===== config.mk =====
export PLATFORM = sky130hd
export DESIGN_NAME = mem_arbiter_flat
export DESIGN_NICKNAME = d
export VERILOG_FILES = /design/src/rtl/mem_arbiter_if.sv /design/src/rtl/mem_arbiter.sv /design/src/flat_wrapper.sv
export SDC_FILE = /design/constraint.sdc
export NUM_CORES = 1
export LEC_CHECK = 0
export ABC_AREA = 1
export BUFFER_PORTS_ARGS = -buffer_cell sky130_fd_sc_hd__buf_2
export CAP_MARGIN = 15
export CORE_ASPECT_RATIO = 0.9
export CORE_MARGIN = 2
export CORE_UTILIZATION = 30
export CTS_BUF_LIST = sky130_fd_sc_hd__clkbuf_8
export DETAILED_ROUTE_END_ITERATION = 8
export PLACE_DENSITY = 0.68
export REMOVE_ABC_BUFFERS = 1
export SKIP_CTS_REPAIR_TIMING = 1
export SLEW_MARGIN = 20
export SYNTH_ARGS = -nofsm -noshare
export SYNTH_HDL_FRONTEND = slang
export SYNTH_SLANG_ARGS = --single-unit

===== constraint.sdc =====
create_clock -name clk -period 1.95 [get_ports clk]
set_clock_uncertainty 0.2 [all_clocks]
set_input_delay 0.0975 -clock clk [delete_from_list [all_inputs] [get_ports clk]]
set_output_delay 0.0975 -clock clk [all_outputs]
set_load 0.02 [all_outputs]

===== src/rtl/mem_arbiter_if.sv =====
// Bus bundle between the two requesters (fetch, load/store), the arbiter and
// the shared single-ported memory.
interface mem_arbiter_if #(
  parameter int ADDR_WIDTH = 32,
  parameter int DATA_WIDTH = 32
);
  logic [1:0]                 req_valid;
  logic [1:0]                 req_ready;
  logic [1:0]                 req_we;
  logic [1:0][ADDR_WIDTH-1:0] req_addr;
  logic [1:0][DATA_WIDTH-1:0] req_wdata;
  logic [1:0]                 rsp_valid;
  logic [1:0]                 rsp_ready;
  logic [DATA_WIDTH-1:0]      rsp_rdata;
  logic                       rsp_err;
  logic                       mem_en;
  logic                       mem_we;
  logic [ADDR_WIDTH-1:0]      mem_addr;
  logic [DATA_WIDTH-1:0]      mem_wdata;
  logic [DATA_WIDTH-1:0]      mem_rdata;

  modport slave (
    input  req_valid, req_we, req_addr, req_wdata, rsp_ready, mem_rdata,
    output req_ready, rsp_valid, rsp_rdata, rsp_err,
    output mem_en, mem_we, mem_addr, mem_wdata
  );

  modport master (
    output req_valid, req_we, req_addr, req_wdata, rsp_ready, mem_rdata,
    input  req_ready, rsp_valid, rsp_rdata, rsp_err,
    input  mem_en, mem_we, mem_addr, mem_wdata
  );
endinterface


===== src/rtl/mem_arbiter.sv =====
// Two-port round-robin arbiter in front of one single-ported word memory;
// one transaction in flight, misaligned requests answered with an error.
module mem_arbiter #(
  parameter int ADDR_WIDTH  = 32,
  parameter int DATA_WIDTH  = 32,
  parameter int MEM_LATENCY = 1
) (
  input  logic         clk,
  input  logic         reset,
  mem_arbiter_if.slave bus
);

  typedef enum logic [1:0] {
    ST_IDLE  = 2'd0,
    ST_ISSUE = 2'd1,
    ST_WAIT  = 2'd2,
    ST_RESP  = 2'd3
  } state_t;

  localparam logic [3:0]            LAT_C     = 4'(MEM_LATENCY);
  localparam logic [DATA_WIDTH-1:0] DATA_ZERO = {DATA_WIDTH{1'b0}};
  localparam logic [ADDR_WIDTH-1:0] ADDR_ZERO = {ADDR_WIDTH{1'b0}};

  state_t                state_r;
  state_t                state_next_s;
  logic                  last_grant_r;
  logic                  owner_r;
  logic                  we_r;
  logic                  err_r;
  logic [ADDR_WIDTH-1:0] addr_r;
  logic [DATA_WIDTH-1:0] wdata_r;
  logic [DATA_WIDTH-1:0] rdata_r;
  logic [3:0]            cnt_r;

  logic [1:0]            grant_s;
  logic                  grant_port_s;
  logic [1:0]            req_ready_s;
  logic                  handshake_s;
  logic                  misaligned_s;
  logic                  cnt_last_s;
  logic                  rsp_done_s;
  logic                  mem_en_s;
  logic [1:0]            rsp_valid_s;

  // Round robin: a lone requester wins; on a tie the port not served last wins.
  function automatic logic [1:0] rr_pick(input logic [1:0] valid, input logic last);
    logic [1:0] pick;
    case (valid)
      2'b01:   pick = 2'b01;
      2'b10:   pick = 2'b10;
      2'b11:   pick = last ? 2'b01 : 2'b10;
      default: pick = 2'b00;
    endcase
    return pick;
  endfunction

  function automatic logic is_misaligned(input logic [1:0] low_bits);
    return (low_bits != 2'b00);
  endfunction

  // Request-side decode: grant, ready (held low while in reset), handshake.
  always_comb begin
    grant_s      = rr_pick(bus.req_valid, last_grant_r);
    grant_port_s = grant_s[1];
    if ((state_r == ST_IDLE) && reset) begin
      req_ready_s = grant_s;
    end else begin
      req_ready_s = 2'b00;
    end
    handshake_s  = |(bus.req_valid & req_ready_s);
    misaligned_s = is_misaligned(bus.req_addr[grant_port_s][1:0]);
    cnt_last_s   = (cnt_r == 4'd1);
    rsp_done_s   = bus.rsp_ready[owner_r];
  end

  // State register.
  always_ff @(posedge clk or negedge reset) begin
    if (!reset) begin
      state_r <= ST_IDLE;
    end else begin
      state_r <= state_next_s;
    end
  end

  // Next-state logic.
  always_comb begin
    state_next_s = state_r;
    case (state_r)
      ST_IDLE: begin
        if (handshake_s) begin
          if (misaligned_s) begin
            state_next_s = ST_RESP;
          end else begin
            state_next_s = ST_ISSUE;
          end
        end else begin
          state_next_s = ST_IDLE;
        end
      end
      ST_ISSUE: begin
        state_next_s = ST_WAIT;
      end
      ST_WAIT: begin
        if (cnt_last_s) begin
          state_next_s = ST_RESP;
        end else begin
          state_next_s = ST_WAIT;
        end
      end
      ST_RESP: begin
        if (rsp_done_s) begin
          state_next_s = ST_IDLE;
        end else begin
          state_next_s = ST_RESP;
        end
      end
      default: begin
        state_next_s = ST_IDLE;
      end
    endcase
  end

  // Transaction latches, latency counter and captured response data.
  always_ff @(posedge clk or negedge reset) begin
    if (!reset) begin
      last_grant_r <= 1'b1;
      owner_r      <= 1'b0;
      we_r         <= 1'b0;
      err_r        <= 1'b0;
      addr_r       <= ADDR_ZERO;
      wdata_r      <= DATA_ZERO;
      rdata_r      <= DATA_ZERO;
      cnt_r        <= 4'd0;
    end else begin
      case (state_r)
        ST_IDLE: begin
          if (handshake_s) begin
            owner_r      <= grant_port_s;
            last_grant_r <= grant_port_s;
            we_r         <= bus.req_we[grant_port_s];
            addr_r       <= bus.req_addr[grant_port_s];
            wdata_r      <= bus.req_wdata[grant_port_s];
            err_r        <= misaligned_s;
            rdata_r      <= DATA_ZERO;
          end
        end
        ST_ISSUE: begin
          cnt_r <= LAT_C;
        end
        ST_WAIT: begin
          cnt_r <= cnt_r - 4'd1;
          // Memory data is valid in the MEM_LATENCY-th cycle after the strobe.
          if (cnt_last_s) begin
            rdata_r <= we_r ? DATA_ZERO : bus.mem_rdata;
          end
        end
        ST_RESP: begin
          cnt_r <= 4'd0;
        end
        default: begin
          cnt_r <= 4'd0;
        end
      endcase
    end
  end

  // Output decode from the state register.
  always_comb begin
    mem_en_s = (state_r == ST_ISSUE);
    if (state_r == ST_RESP) begin
      rsp_valid_s = owner_r ? 2'b10 : 2'b01;
    end else begin
      rsp_valid_s = 2'b00;
    end
  end

  assign bus.req_ready = req_ready_s;
  assign bus.rsp_valid = rsp_valid_s;
  assign bus.rsp_rdata = rdata_r;
  assign bus.rsp_err   = err_r;
  assign bus.mem_en    = mem_en_s;
  assign bus.mem_we    = we_r;
  assign bus.mem_addr  = addr_r;
  assign bus.mem_wdata = wdata_r;

endmodule


===== src/flat_wrapper.sv =====
// flat-port wrapper written by rule: the top's interface ports become plain ports
module mem_arbiter_flat 
#(
  parameter int ADDR_WIDTH  = 32,
  parameter int DATA_WIDTH  = 32,
  parameter int MEM_LATENCY = 1
)
  (clk, reset, bus_req_valid, bus_req_we, bus_req_addr, bus_req_wdata, bus_rsp_ready, bus_mem_rdata, bus_req_ready, bus_rsp_valid, bus_rsp_rdata, bus_rsp_err, bus_mem_en, bus_mem_we, bus_mem_addr, bus_mem_wdata);
  mem_arbiter_if #(.ADDR_WIDTH(ADDR_WIDTH), .DATA_WIDTH(DATA_WIDTH)) bus_i ();
  input  logic clk;
  input  logic reset;
  input wire logic [$bits(bus_i.req_valid)-1:0] bus_req_valid;
  input wire logic [$bits(bus_i.req_we)-1:0] bus_req_we;
  input wire logic [$bits(bus_i.req_addr)-1:0] bus_req_addr;
  input wire logic [$bits(bus_i.req_wdata)-1:0] bus_req_wdata;
  input wire logic [$bits(bus_i.rsp_ready)-1:0] bus_rsp_ready;
  input wire logic [$bits(bus_i.mem_rdata)-1:0] bus_mem_rdata;
  output wire logic [$bits(bus_i.req_ready)-1:0] bus_req_ready;
  output wire logic [$bits(bus_i.rsp_valid)-1:0] bus_rsp_valid;
  output wire logic [$bits(bus_i.rsp_rdata)-1:0] bus_rsp_rdata;
  output wire logic [$bits(bus_i.rsp_err)-1:0] bus_rsp_err;
  output wire logic [$bits(bus_i.mem_en)-1:0] bus_mem_en;
  output wire logic [$bits(bus_i.mem_we)-1:0] bus_mem_we;
  output wire logic [$bits(bus_i.mem_addr)-1:0] bus_mem_addr;
  output wire logic [$bits(bus_i.mem_wdata)-1:0] bus_mem_wdata;
  assign bus_i.req_valid = bus_req_valid;
  assign bus_i.req_we = bus_req_we;
  assign bus_i.req_addr = bus_req_addr;
  assign bus_i.req_wdata = bus_req_wdata;
  assign bus_i.rsp_ready = bus_rsp_ready;
  assign bus_i.mem_rdata = bus_mem_rdata;
  assign bus_req_ready = bus_i.req_ready;
  assign bus_rsp_valid = bus_i.rsp_valid;
  assign bus_rsp_rdata = bus_i.rsp_rdata;
  assign bus_rsp_err = bus_i.rsp_err;
  assign bus_mem_en = bus_i.mem_en;
  assign bus_mem_we = bus_i.mem_we;
  assign bus_mem_addr = bus_i.mem_addr;
  assign bus_mem_wdata = bus_i.mem_wdata;
  mem_arbiter #(.ADDR_WIDTH(ADDR_WIDTH), .DATA_WIDTH(DATA_WIDTH), .MEM_LATENCY(MEM_LATENCY)) u_core (.clk(clk), .reset(reset), .bus(bus_i));
endmodule

---- Word-level counts from Yosys, hierarchy flattened ----
Index checks and enable logic that the tools add are counted.
cells by class
  add/sub/neg operators ................... 1
  multiply operators ...................... 0
  div/mod/pow operators ................... 0
  $lt $le $gt $ge ......................... 2
  equal/unequal tests ..................... 9
  shift operators ......................... 0
  mux-type cells .......................... 23
  bitwise gates (word level) .............. 1
  reduce and logical (&&, ||, !) cells .... 8
operators by type and width
  cell                                                        count
  two-way mux 32 bit                                          7
  case mux 32 bit (2 select lines)                            1
  two-way mux 2 bit                                           7
  case mux 4 bit (3 select lines)                             1
  == test 2 bit, second input constant                        4
  case mux 2 bit (4 select lines)                             1
  case mux 2 bit (3 select lines)                             1
  two-way mux 1 bit                                           5
  == test 2 x 1 -> 1 bit, second input constant               2
  == test 4 x 1 -> 1 bit, second input constant               1
  less-than comparator 1 x 2 -> 1 bit, second input constant  2
  inequality test 2 x 1 -> 1 bit, second input constant       2
  nonzero test 2 bit                                          2
  subtractor 4 x 1 -> 4 bit, second input constant            1
  AND reduction 3 bit                                         1
  nonzero test 3 bit                                          1
  bitwise AND 2 bit                                           1
  logical NOT 2 bit                                           1
  AND reduction 2 bit                                         1
  OR reduction 2 bit                                          1
  logical AND 1 bit                                           1
word-level totals
  register bits after elaboration ......... 106
  latch bits .............................. 0
  RAM bits ................................ 0
  memory bits (read-only) ................. 0
  input bits .............................. 168
  output and inout port bits .............. 103
  word-level logic and storage cells ...... 53
  memories ................................ 0

---- Logic depth before layout (Yosys ltp) ----
  word-level depth ........................ 8
  gate-level depth with buffers ........... 9
  gate-level depth less buffers ........... 7

---- Least setup slack after synthesis ----
No wires, ideal clock.
  path type ............................... reg-to-reg
  from .................................... register u_core.last_grant_r
  to ...................................... register u_core.wdata_r[16] (netlist: u_core.bus.mem_wdata[16])
  setup time .............................. 0.124 ns
  data arrival time ....................... 1.233 ns
  required time ........................... 1.626 ns
  path slack .............................. 0.393 ns
  stages on the path, launching flop included .. 7
  path buffers ............................ 1
  clock period less this slack ............ 1.557 ns
  cells stage by stage .................... dfstp_2 -> nand2_1 -> nand2_2 -> clkbuf_1 -> nand2_1 -> o211ai_1 -> nand2_1
between the ends
  word-level cells in the longest chain between the ends .. 6
  elaborated cells on any way between the ends .. 8
  classes of those cells .................. mux: 5; bitwise: 1; reduce/logical: 2
ends and longest elaborated chain
  what                                  line                RTL
  start, declared                       mem_arbiter.sv:26   logic last_grant_r;
  start signal, assigned                mem_arbiter.sv:139  last_grant_r <= grant_port_s;
  two-way mux 2 bit *                   mem_arbiter.sv:51   2'b11: pick = last ? 2'b01 : 2'b10;
  case mux 2 bit (3 select lines) *     mem_arbiter.sv:48   case (valid)
  two-way mux 2 bit                     mem_arbiter.sv:65   if ((state_r == ST_IDLE) && reset) begin
  bitwise AND 2 bit                     mem_arbiter.sv:70   handshake_s = |(bus.req_valid & req_ready_s);
  OR reduction 2 bit                    mem_arbiter.sv:70
  AND reduction 2 bit (no source line)  n/a
  end signal, assigned                  mem_arbiter.sv:142  wdata_r <= bus.req_wdata[grant_port_s];
  end, declared                         mem_arbiter.sv:31   logic [DATA_WIDTH-1:0] wdata_r;
Every way passes the cells marked *; elsewhere a longest branch is shown, timed or not. The select of a mux whose other input is x is not followed.
A chain may end at the register's enable or synchronous reset.

---- Final worst setup path ----
  from .................................... register u_core.state_r[0]
  to ...................................... output port bus_req_ready[0]
between the ends
  word-level cells in the longest chain between the ends .. 3
ends and longest elaborated chain
  what                    line                RTL
  start, declared         mem_arbiter.sv:24   state_t state_r;
  start signal, assigned  mem_arbiter.sv:81   state_r <= state_next_s;
  logical NOT 2 bit       mem_arbiter.sv:65
  logical AND 1 bit       mem_arbiter.sv:65
  two-way mux 2 bit       mem_arbiter.sv:65
  end, declared           flat_wrapper.sv:18  output wire logic [$bits(bus_i.req_ready)-1:0] bus_req_ready;
No other way between the ends.

==> qor.yml <==
synth:
  synthCells: 692
  yosysTopAreaCell: "dfrtp_1"
  netlist_top_cells_area: "dfrtp_1 (50%), nand2_1 (22%), o211ai_1 (8.8%), inv_1 (5.1%), nand3_1 (3.8%)"
  avgSynthCellArea_um2: 7.632
  yosys_register_bits: 106
  synthArstFlopShare: 1.000
  synth-warning-count: 0
  synth.top_cell.area_share: 0.4975
  yosysSeqAreaShare: 0.5025
  syn_area_um2: 5281
  synth_edf_count: 0
  synth_ff_type: "dfrtp_1"
  synth.distinct_cells: 24
clock_tree:
  numCtsBuffers: 9
  cts.sinks: 106
  cts_tree: "done"
  clkTransAtPathRegs_ns: 0.10
  clk_path_buf_depth: 2
  cts-root-buf: "clkbuf_8"
  insertion_delay_ns: 0.37
  h-tree-depth: 3
placement:
  place.detailed.instances: 1173
  dp_slack_ns: 0.2647
  gp_congestion: 0.7789
  dpl.hpwl_mm: 11.13
  dpl_cell_area_um2: 6888
  portBuffers: 270
timing:
  slew_violations: 0
  worstMarginPinSlew_ns: 0.5768
  final-hold-violation-count: 1
  slew_headroom: 0.6155
  layout_min_cycle_time_ns: 1.856
  fin_crit_sh: 0.9517
  whs_ns: -0.06080
  setup_violations: 0
  max_freq_mhz: 538.8
  setup_ws_ns: 0.09416
  setup_tns_ns: 0
cells_and_area:
  layout_common_cells: "nand2_1 (308), buf_2 (269), dlygate4sd3_1 (167), dfrtp_1 (105), inv_1 (73)"
  finalInstanceArea_um2: 8767
  multi_input_area_um2: 2112
  mostFrequentLayoutCell: "nand2_1"
  area_growth_pct: 66.00
  filler_cell_count: 1564
  fin_nets: 1281
  stdcell_count: 1357
  drive_gt1_frac: 0.2778
  seqCellArea_um2: 2654
  finalCoreUtilization: 0.5027
detailed_routing:
  ant_nets: 0
  drc_errors: 0
  routed_wl_mm: 18.71
  vias: 6092
  drt-wirelength-per-cell_um: 13.79
  drt_iter0_drc: 249
  drt-vias-per-instance: 4.489
  dr.pass1.iters: 5
floorplanning:
  core-area_um2: 17440
  dieArea_um2: 18680
  core.rowCount: 46
  start_util: 0.3028
  die_height_um: 129.9
  top_level_ports: 271
  die_w_um: 143.9
pwr:
  p_per_area_nw_per_um2: 1241
  peakVddDrop_uv: 645.8
  leakagePower_nw: 5.024
  power_mw: 10.88
hold_path:
  hold_class: "primary input to register"
  min_path_cells: 6
global_routing:
  antenna_found_initial: 1
  grt_use_total: 0.1612
  gr-total-overflow: 0
  grt_start_max_net_pins: 107
  grt_pass1_wl_mm: 23.56
  grt_pass1_vias: 4726
critical_path:
  worstSetupStartpointType: "register"
  worst-setup-path-type: "register to output pin"
  r2r_cells: 6
  cp_data_required_time_ns: 1.65
  arrival_ns: 1.56
  endpoint_kind: "output pin"
  path_max_fanout: 5
outcome:
  status: "finished with violations"
  violations: "hold timing"
job:
  maxCapViolCount: 0
[synthesized netlist by cell type (all sizes together), types with 2 or more instances]
library cell	instances
dfrtp	105
nor2	42
ha	2
o21ai	5
buf	28
nand3	41
nand2	311
nand4	2
o211ai	62
clkbuf	16
inv	74
[final timing paths]
| check | startpoint | to | slack, ns |
|---|---|---|---|
| max | u_core.state_r[0] | bus_req_ready[0] | 0.09 |
| max in group asynchronous | reset | u_core.bus.mem_addr[11] | 0.91 |
| min in group asynchronous | reset | u_core.state_r[0] | 0.19 |
| max reg2reg | u_core.last_grant_r | u_core.state_r[1] | 0.10 |
| min reg2reg | u_core.bus.mem_wdata[25] | u_core.bus.mem_wdata[25] | 0.29 |
| min | bus_rsp_ready[1] | u_core.state_r[1] | -0.06 |
[registers in the layout, indices dropped and copies added, names as in the netlist]
signal                cells
u_core.bus.mem_addr      32
u_core.bus.rsp_rdata     32
u_core.last_grant_r       1
u_core.cnt_r              4
u_core.owner_r            1
u_core.bus.rsp_err        1
u_core.bus.mem_we         1
u_core.bus.mem_wdata     32
u_core.state_r            2
[layout make-up]
type,instances,area share
diodes,1,0.0002854
clock buffers,11,0.01727
clock inverters,5,0.006137
inverters,74,0.03197
multi-input cells,468,0.2409
flip-flops and latches,106,0.3027
well taps,240,0.03425
repair buffers,452,0.3665
[cell families after synthesis]
kind of cell / Yosys count / share of synthesized area
AO/OA/AOI/OAI: 70 / 0.09642
adder cells (fa/ha/maj): 2 / 0.004737
buffers and inverters: 118 / 0.09855
AND/OR/NAND/NOR: 396 / 0.2978
flip-flops: 106 / 0.5025
[where the power goes]
group | internal (mW) | switching (mW)
Sequential | 3.26 | 0.617
Clock | 0.658 | 0.757
Combinational | 1.98 | 3.61
[worst max-delay path: stages (launching register included)]
cell and delay (ns):
dfrtp_1 0.47, nor2_4 0.16, nand2_2 0.08, a211oi_1 0.25
buf_2 0.22
[routing by layer]
layer  global-route usage  vias up  part of all wire
li1                     -     2995                 -
met1               0.2006     2754              0.42
met2               0.2627      299              0.47
met3              0.05284       44             0.086
met4              0.05940        0             0.027
met5                    0        -                 0
(Power assumes the default switching activity.)
